[config.mk]
export PLATFORM = sky130hd
export DESIGN_NAME = ws2812_frame_scheduler
export DESIGN_NICKNAME = d
export VERILOG_FILES = /design/src/rtl/ws2812_frame_scheduler.sv
export SDC_FILE = /design/constraint.sdc
export NUM_CORES = 1
export LEC_CHECK = 0
export ABC_AREA = 1
export BUFFER_PORTS_ARGS = -buffer_cell sky130_fd_sc_hd__buf_2
export CORE_MARGIN = 5
export CORE_UTILIZATION = 30
export CTS_BUF_LIST = sky130_fd_sc_hd__clkbuf_2 sky130_fd_sc_hd__clkbuf_4 sky130_fd_sc_hd__clkbuf_8
export DETAILED_ROUTE_END_ITERATION = 8
export PLACE_DENSITY_LB_ADDON = 0.08
export SYNTH_ARGS = -nofsm -noshare
export SYNTH_HDL_FRONTEND = slang
export SYNTH_SLANG_ARGS = --single-unit
[constraint.sdc]
create_clock -name CLK -period 2.2 [get_ports CLK]
set_input_delay 0 -clock CLK [delete_from_list [all_inputs] [get_ports CLK]]
set_output_delay 0 -clock CLK [all_outputs]
set_load 0.02 [all_outputs]
[src/rtl/ws2812_frame_scheduler.sv]
// Double-buffered WS2812 frame store: the host fills the back bank, frames launch
// on bank swap or periodic refresh, and pixels are served on serializer READ_CK pulses.
module ws2812_frame_scheduler #(
    parameter int unsigned LED_NUM     = 16,
    parameter int unsigned ADDR_BIT    = $clog2(LED_NUM) + 1,
    parameter int unsigned REFRESH_CYC = 1666666
) (
    input  logic                CLK,
    input  logic                RST_N,
    input  logic                H_WE,
    input  logic [ADDR_BIT-1:0] H_ADDR,
    input  logic [23:0]         H_WDATA,
    input  logic [ADDR_BIT-1:0] H_LEN,
    input  logic                H_EN,
    input  logic                H_SWAP,
    output logic                H_SWAP_ACK,
    output logic                SWAP_PEND,
    input  logic                S_READY,
    input  logic                S_READ_CK,
    input  logic [ADDR_BIT-1:0] S_WNT,
    output logic [23:0]         S_RGB,
    output logic [ADDR_BIT-1:0] S_W_END,
    output logic                S_GO,
    output logic                BUSY,
    output logic [15:0]         FRAME_CNT
);
    localparam int unsigned IDX_W = (LED_NUM > 1) ? $clog2(LED_NUM) : 1;
    localparam int unsigned TMR_W = 32;
    localparam logic [ADDR_BIT-1:0] LED_MAX  = ADDR_BIT'(LED_NUM);
    localparam logic [TMR_W-1:0]    TMR_LAST = TMR_W'(REFRESH_CYC - 1);

    typedef enum logic [1:0] {IDLE, LAUNCH, WAIT_START, WAIT_DONE} state_t;

    state_t              state_q;
    state_t              state_d;
    logic [23:0]         bank [2][LED_NUM];
    logic                disp_bank;
    logic [TMR_W-1:0]    timer;
    logic                refresh_pend;
    logic                ck_prev;
    logic                phase;
    logic [ADDR_BIT-1:0] addr;

    logic do_swap;
    logic do_refresh;
    logic do_launch;
    logic do_start;
    logic do_done;
    logic ck_rise;
    logic tmr_wrap;

    assign ck_rise  = S_READ_CK & ~ck_prev;
    assign tmr_wrap = (timer == TMR_LAST);

    always_ff @(posedge CLK or negedge RST_N) begin
        if (!RST_N) state_q <= IDLE;
        else        state_q <= state_d;
    end

    // Launches wait for an idle serializer, which also covers its post-reset frame.
    always_comb begin
        state_d = state_q;
        case (state_q)
            IDLE:       if (S_READY && (SWAP_PEND || refresh_pend)) state_d = LAUNCH;
            LAUNCH:     state_d = WAIT_START;
            WAIT_START: if (!S_READY) state_d = WAIT_DONE;
            WAIT_DONE:  if (S_READY) state_d = IDLE;
            default:    state_d = IDLE;
        endcase
    end

    always_comb begin
        do_swap    = 1'b0;
        do_refresh = 1'b0;
        do_launch  = 1'b0;
        do_start   = 1'b0;
        do_done    = 1'b0;
        case (state_q)
            IDLE: begin
                if (S_READY && SWAP_PEND)         do_swap    = 1'b1;
                else if (S_READY && refresh_pend) do_refresh = 1'b1;
            end
            LAUNCH:     do_launch = 1'b1;
            WAIT_START: do_start  = ~S_READY;
            WAIT_DONE:  do_done   = S_READY;
            default:    ;
        endcase
    end

    // Host writes always target the back bank; a write on the swap edge lands before it.
    always_ff @(posedge CLK or negedge RST_N) begin
        if (!RST_N) begin
            bank <= '{default: '0};
        end else if (H_WE && (H_ADDR < LED_MAX)) begin
            bank[~disp_bank][H_ADDR[IDX_W-1:0]] <= H_WDATA;
        end
    end

    always_ff @(posedge CLK or negedge RST_N) begin
        if (!RST_N) begin
            H_SWAP_ACK   <= 1'b0;
            SWAP_PEND    <= 1'b0;
            disp_bank    <= 1'b0;
            timer        <= '0;
            refresh_pend <= 1'b0;
            S_W_END      <= '0;
            S_GO         <= 1'b0;
            BUSY         <= 1'b0;
            FRAME_CNT    <= '0;
        end else begin
            H_SWAP_ACK <= do_swap;
            if (do_swap) begin
                disp_bank <= ~disp_bank;
                SWAP_PEND <= 1'b0;
            end else if (H_SWAP) begin
                SWAP_PEND <= 1'b1;
            end

            if (!H_EN) begin
                timer        <= '0;
                refresh_pend <= 1'b0;
            end else if (tmr_wrap) begin
                timer        <= '0;
                refresh_pend <= 1'b1;
            end else begin
                timer <= timer + TMR_W'(1);
                if (do_swap || do_refresh) refresh_pend <= 1'b0;
            end

            if (do_launch) begin
                S_W_END <= (H_LEN > LED_MAX) ? LED_MAX : H_LEN;
                BUSY    <= 1'b1;
                S_GO    <= 1'b1;
            end
            if (do_start) S_GO <= 1'b0;
            if (do_done) begin
                BUSY      <= 1'b0;
                FRAME_CNT <= FRAME_CNT + 16'd1;
            end
        end
    end

    // Two READ_CK rising edges per pixel: first latches the index, second fetches data.
    always_ff @(posedge CLK or negedge RST_N) begin
        if (!RST_N) begin
            ck_prev <= 1'b0;
            phase   <= 1'b0;
            addr    <= '0;
            S_RGB   <= '0;
        end else begin
            ck_prev <= S_READ_CK;
            if (do_launch) begin
                phase <= 1'b0;
            end else if (ck_rise) begin
                phase <= ~phase;
                if (!phase) addr <= S_WNT;
                else        S_RGB <= (addr < LED_MAX) ? bank[disp_bank][addr[IDX_W-1:0]] : 24'h0;
            end
        end
    end
endmodule

# After elaboration in Yosys (flattened, before gate mapping)
# Index checks and enable logic that the tools add are counted.
# Widths: inputs -> output; s select.
[word_totals]
wordCells = 128
output_inout_bits = 49
in_bits = 46
register_bits = 860
[op_classes]
n_bitwise = 10
n_eq_ne = 8
mux = 37
n_lt_le_gt_ge = 9
reduce_logical = 16
addsub = 2
[ops]
columns = ["operator", "n"]
rows = [
  ["$mux 384", 4],
  ["$bwmux 768", 1],
  ["$demux 384 s1", 1],
  ["$bmux 24 s4", 1],
  ["$demux 24 s4", 1],
  ["$mux 24", 4],
  ["$mux 32", 2],
  ["$add 32x1->32 const B", 1],
  ["$eq 32x21->1 const B", 1],
  ["$mux 1", 18],
  ["$add 16x1->16 const B", 1],
  ["$ge 5x5->1 const B", 2],
  ["$lt 5x5->1 const B", 2],
  ["$not 4->5", 2],
  ["$reduce_and 3->1", 3],
  ["$pmux 2 s4", 1],
  ["$reduce_bool 2->1", 4],
  ["$logic_and 1x1->1", 6],
  ["$mux 2", 3],
  ["$ne 2x2->1 const B", 3],
  ["$gt 5x5->1 const B", 1],
  ["$lt 5x1->1 const B", 1],
  ["$mux 5", 1],
  ["$not 1->1", 5],
  ["9 further kinds", 13],
]

# Longest topological paths before layout
[depth]
word_depth = 8
depth_mapped = 12
mapped_depth_nobuf = 10

# Worst setup path after synthesis
# No wires, ideal clock.
[synth_timing]
kind = "reg2reg"
start = "register state_q[1]"
end = "register S_RGB[10]"
arrival_ps = 1576
required_ps = 2134
path_stages_with_launch = 9
n_path_buf = 1
period_less_slack_ps = 1641
setup_slack_ps = 559
path_cell_list = "dfrtp_1 inv_1 ha_1 inv_1 nand3_2 nor2_1 buf_2 nand3_1 nand2_1"
[synth_via]
elab_chain_len = 4
[synth_rtl]
columns = ["element", "line_no", "text"]
rows = [
  ["start: declaration", "34", "state_t state_q;"],
  ["start signal: assignment", "57", "else state_q <= state_d;"],
  ["$eq 2x1->1", "78", "case (state_q)"],
  ["$mux 1", "78", ""],
  ["$not 1->1 (no source line)", "--", ""],
  ["$reduce_and 3->1 (no source line)", "--", ""],
  ["end signal: assignment", "157", "else S_RGB <= (addr < LED_MAX) ? bank[disp_bank][addr[IDX_W-1:0]] : 24'h0;"],
  ["end: declaration", "21", "output logic [23:0] S_RGB,"],
]
# No other way between the ends.
# A chain may end at the register's enable or synchronous reset.

# Worst setup path in the final report
[layout_timing]
start = "input H_ADDR[3]"
end = "register bank[306] (netlist bit)"
[layout_via]
elab_chain_len = 8
elab_cells_between_ends = 11
classes_between = "order compare (3); mux (5); bitwise (1); reduce/logical (2)"
[layout_rtl]
columns = ["element", "line_no", "text"]
rows = [
  ["start: declaration", "11", "input logic [ADDR_BIT-1:0] H_ADDR,"],
  ["$not 4->5", "95", "bank[~disp_bank][H_ADDR[IDX_W-1:0]] <= H_WDATA;"],
  ["$ge 5x5->1 (implied by the code) or $lt 5x1->1 (tied branches)", "95", ""],
  ["$logic_and 1x1->1 (implied by the code)", "95", ""],
  ["$mux 24 (implied by the code)", "95", ""],
  ["$demux 24 s4", "95", ""],
  ["$mux 384 (implied by the code)", "95", ""],
  ["$demux 384 s1", "95", ""],
  ["$bwmux 768", "95", ""],
  ["end signal: assignment", "93", "bank <= '{default: '0};"],
  ["end signal: indexed assignment", "95", ""],
  ["end: declaration", "36", "logic [23:0] bank [2][LED_NUM];"],
]
# Several ways; a longest one is shown, not always the timed one.

==> metrics <==
outcome completed; number of DRC violations after detailed routing 0; Max VDD drop 0.674 mV; destination of the worst register-to-register timing path S_RGB[12]; number of antenna-violating nets in the routed design 0; crit start category input pin; Synth warnings 0; Starting Density between 30% and 40%; filler cell count in the final layout between 10000 and 15000; area occupied by multi-input gates about 16000 um^2; Cells after DPL around 6600; fraction of registers with async set/reset between 90% and 100%; number of pins with negative max-slew slack in the final report 0; flip-flop and latch count after synthesis 860; net total in the final layout 5124; most numerous cell in the Yosys netlist sky130_fd_sc_hd__nand2_1; total standard cell area after synthesis about 39000 um^2; gate count of the mapped netlist between 4000 and 5000; maximum number of pins on one net before global-route repair 82; series of cell instances along the critical path dlygate4sd3_1 -> buf_2 -> inv_1 -> nand2_1 -> dlygate4sd3_1 -> nor2_1 -> dlygate4sd3_1 -> nand2_2 -> buf_12 -> nand2_1 -> o21ai_0; synth unique cells 34; overflow left after global routing 0; Pleak 22.0 nW; number of buffer and inverter stages on the critical path 6; CP required 2.92 ns; maximum capacitance violations 0; tightest hold margin roughly 0.094 ns; Critical-path top delay cell sky130_fd_sc_hd__dlygate4sd3_1; final WL between 150000 and 200000 um; Final setup viols 0; Crit. path cell count 11; area of all sequential standard cells 21500 um^2; launching point of the worst reg2reg path addr[0]; Syn-to-layout area delta 19.7%; CTS Buffer Depth 3; CP peak stage delay ~0.63 ns; max_slew headroom between 30% and 40%; pre-CTS setup slack around 0.21 ns; power per cell area 1270 nW/um^2; final estimated routing congestion in global placement approximately 0.8; setup repair bufs after CTS 0; clock skew between 0.03 and 0.04 ns; cts bufs inserted approximately 170; clock root buffer sky130_fd_sc_hd__clkbuf_8; clock transition at the register clock pins on the worst setup and hold paths after CTS 0.06 ns; Clock Latency Late Sink ~0.9 ns; share of the yosys chip area belonging to registers 54.5%; Most common cell on crit path sky130_fd_sc_hd__dlygate4sd3_1; Std-Cell Core Area roughly 130000 um^2; Mapped Avg Cell Area roughly 8.0 um^2; syn_nets around 5000; Worst Path Class, Setup input pin to register; global-route wire length before repair 228000 um; largest area contributor in the synthesized netlist sky130_fd_sc_hd__dfrtp_1; num ports 95; top cell type's share of synthesized area 54.5%; prevailing post-synth register cell sky130_fd_sc_hd__dfrtp_1; Hold Vio Cnt, Final 0; vias per cell roughly 5; clock tree from TritonCTS done; post-layout total power around 60 mW; overall fraction of global-route tracks in use 21.6%; total negative slack 0 ns; half-perimeter wire length after detailed placement between 90000 and 100000 um; worst reg2reg setup slack around 0.19 ns; capture point of the critical path bank[306]; Die Width ~370 um; top cells by area in the synthesized netlist sky130_fd_sc_hd__dfrtp_1 55%, sky130_fd_sc_hd__nand2_1 18%, sky130_fd_sc_hd__nand3_1 8.5%, sky130_fd_sc_hd__o21ai_0 8.2%, sky130_fd_sc_hd__buf_2 2.2%; Least-Margin Pin Slew roughly 1.0 ns; final routed wire length divided by cell count 21.8 um; share of post-route cells with drive strength above 1 12.5%; maximum clock frequency 468 MHz; Worst Reg-to-Reg Cells 10; count of standard-cell rows 133; Tcrit/Tclk final a little over nine tenths; Final Worst Setup Slack 0.0612 ns; detailed-route via count between 30000 and 40000; via count of the first global-routing pass 33700; number of sinks on the clock net 860; maximum fanout count along the critical path 23; total number of H-tree levels 4; final period demand of the worst path between 2 and 2.5 ns; most used standard cells in the synthesized netlist 1907 x sky130_fd_sc_hd__nand2_1, 860 x sky130_fd_sc_hd__dfrtp_1, 673 x sky130_fd_sc_hd__nand3_1, 648 x sky130_fd_sc_hd__o21ai_0, 182 x sky130_fd_sc_hd__clkbuf_1; antenna violations before repair 9; CP startpoint H_ADDR[3]; Hold Crit Class input pin to asynchronous set/reset pin; number of port buffers 94; Critical Path AT between 2 and 3 ns; Detailed Routing Iterations Pass 1 5; type of element capturing the critical path register; number of standard cells in the final layout excluding fillers 6944; crit-path leading delay family buffers and inverters; setup repair after global routing missed its margin no; die area roughly 140000 um^2; EDFF count, synth 0; die span in y approximately 370 um; drt initial violations between 2000 and 3000
worst min-delay path by stage:
stage	start	endpoint	slack, ns	cells after the start
final	RST_N	bank[194]	0.09	3
after global routing	RST_N	bank[578]	0.07	3
after CTS	H_EN	timer[13]	0.02	4
after detailed placement	RST_N	bank[238]	0.04	1
after global placement	RST_N	bank[238]	0.05	1
after floorplan	RST_N	BUSY	-0.30	0
cell type report:
type / count / share of cell area [%]
clock inverters: 17 / 0.236
diodes: 9 / 0.0477
well taps: 1755 / 4.65
flip-flops and latches: 860 / 45.6
clock buffers: 263 / 6.87
multi-input cells: 3576 / 33.3
repair buffers: 380 / 8.59
inverters: 84 / 0.728
layout by cell type (no fill, tap or decap), types with 4 or more instances in the layout:
cell type                       instances
sky130_fd_sc_hd__a21oi_1                8
sky130_fd_sc_hd__buf_12               100
sky130_fd_sc_hd__buf_2                 93
sky130_fd_sc_hd__buf_4                115
sky130_fd_sc_hd__clkbuf_4              60
sky130_fd_sc_hd__clkbuf_8             203
sky130_fd_sc_hd__clkinv_2               9
sky130_fd_sc_hd__clkinvlp_4             5
sky130_fd_sc_hd__dfrtp_1              856
sky130_fd_sc_hd__diode_2                9
sky130_fd_sc_hd__dlygate4sd3_1         71
sky130_fd_sc_hd__ha_1                   8
sky130_fd_sc_hd__inv_1                 78
sky130_fd_sc_hd__nand2_1             1882
sky130_fd_sc_hd__nand2_2               35
sky130_fd_sc_hd__nand3_1              673
sky130_fd_sc_hd__nand4_1               12
sky130_fd_sc_hd__nor2_1               107
sky130_fd_sc_hd__nor2_2                 5
sky130_fd_sc_hd__nor3_1                21
sky130_fd_sc_hd__nor4_1                 4
sky130_fd_sc_hd__o21ai_0              648
sky130_fd_sc_hd__o21ai_1              124
sky130_fd_sc_hd__xnor2_1               10
sky130_fd_sc_hd__xor2_1                25
where the power goes:
group,switching (mW),internal (mW)
combinational,13.5,7.54
clock,7.18,9.25
sequential,2.71,20.0
per-layer routing:
layer	GRT usage, %	share of wire [%]	vias up
li1	-	-	16300
met1	30.7	48	16500
met2	33.8	45	748
met3	3.66	4.5	218
met4	6.47	2.6	4
met5	0	0.018	-
cell families (layout without fill, tap and decap cells):
group,after synthesis,in the layout,share of synthesized area [%]
other,0,9,0
XOR/XNOR,35,35,0.777
adder cells (fa/ha/maj),8,8,0.254
multiplexers,1,1,0.0285
AND/OR/NAND/NOR,2748,2748,28.6
AO/OA/AOI/OAI,784,784,9.97
buffers and inverters,488,744,5.81
flip-flops,860,860,54.5
timing repair:
item | CTS | global route
endpoints found under the setup margin | 0 | 3
hold buffers | 71 | 0
gates resized for setup | 0 | 2
endpoints found under the hold margin | 1720 | 0
sequential cells by signal, indices dropped and copies added (netlist names):
signal	cells
S_GO	1
S_W_END	5
disp_bank	1
addr	5
phase	1
bank	768
SWAP_PEND	1
refresh_pend	1
FRAME_CNT	16
S_RGB	24
ck_prev	1
state_q	2
BUSY	1
timer	32
H_SWAP_ACK	1
through the flow:
step | utilization [%] | area, um^2
6_report | 36.0 | 47200
5_1_grt | 36.0 | 47200
4_1_cts | 36.0 | 47200
3_5_place_dp | 32.9 | 43100
3_3_place_gp | 32.9 | 43100
2_1_floorplan | - | 39500
worst reg2reg max path, stage by stage (launching register included):
cell,delay (ns)
sky130_fd_sc_hd__dfrtp_4,0.51
sky130_fd_sc_hd__inv_8,0.24
sky130_fd_sc_hd__buf_12,0.26
sky130_fd_sc_hd__buf_12,0.22
sky130_fd_sc_hd__nand3_1,0.11
sky130_fd_sc_hd__nand3_1,0.08
sky130_fd_sc_hd__nand2_1,0.07
sky130_fd_sc_hd__nand2_1,0.18
sky130_fd_sc_hd__nand3_1,0.10
sky130_fd_sc_hd__nand3_1,0.08
sky130_fd_sc_hd__nand2_1,0.05
(Power assumes the default switching activity.)
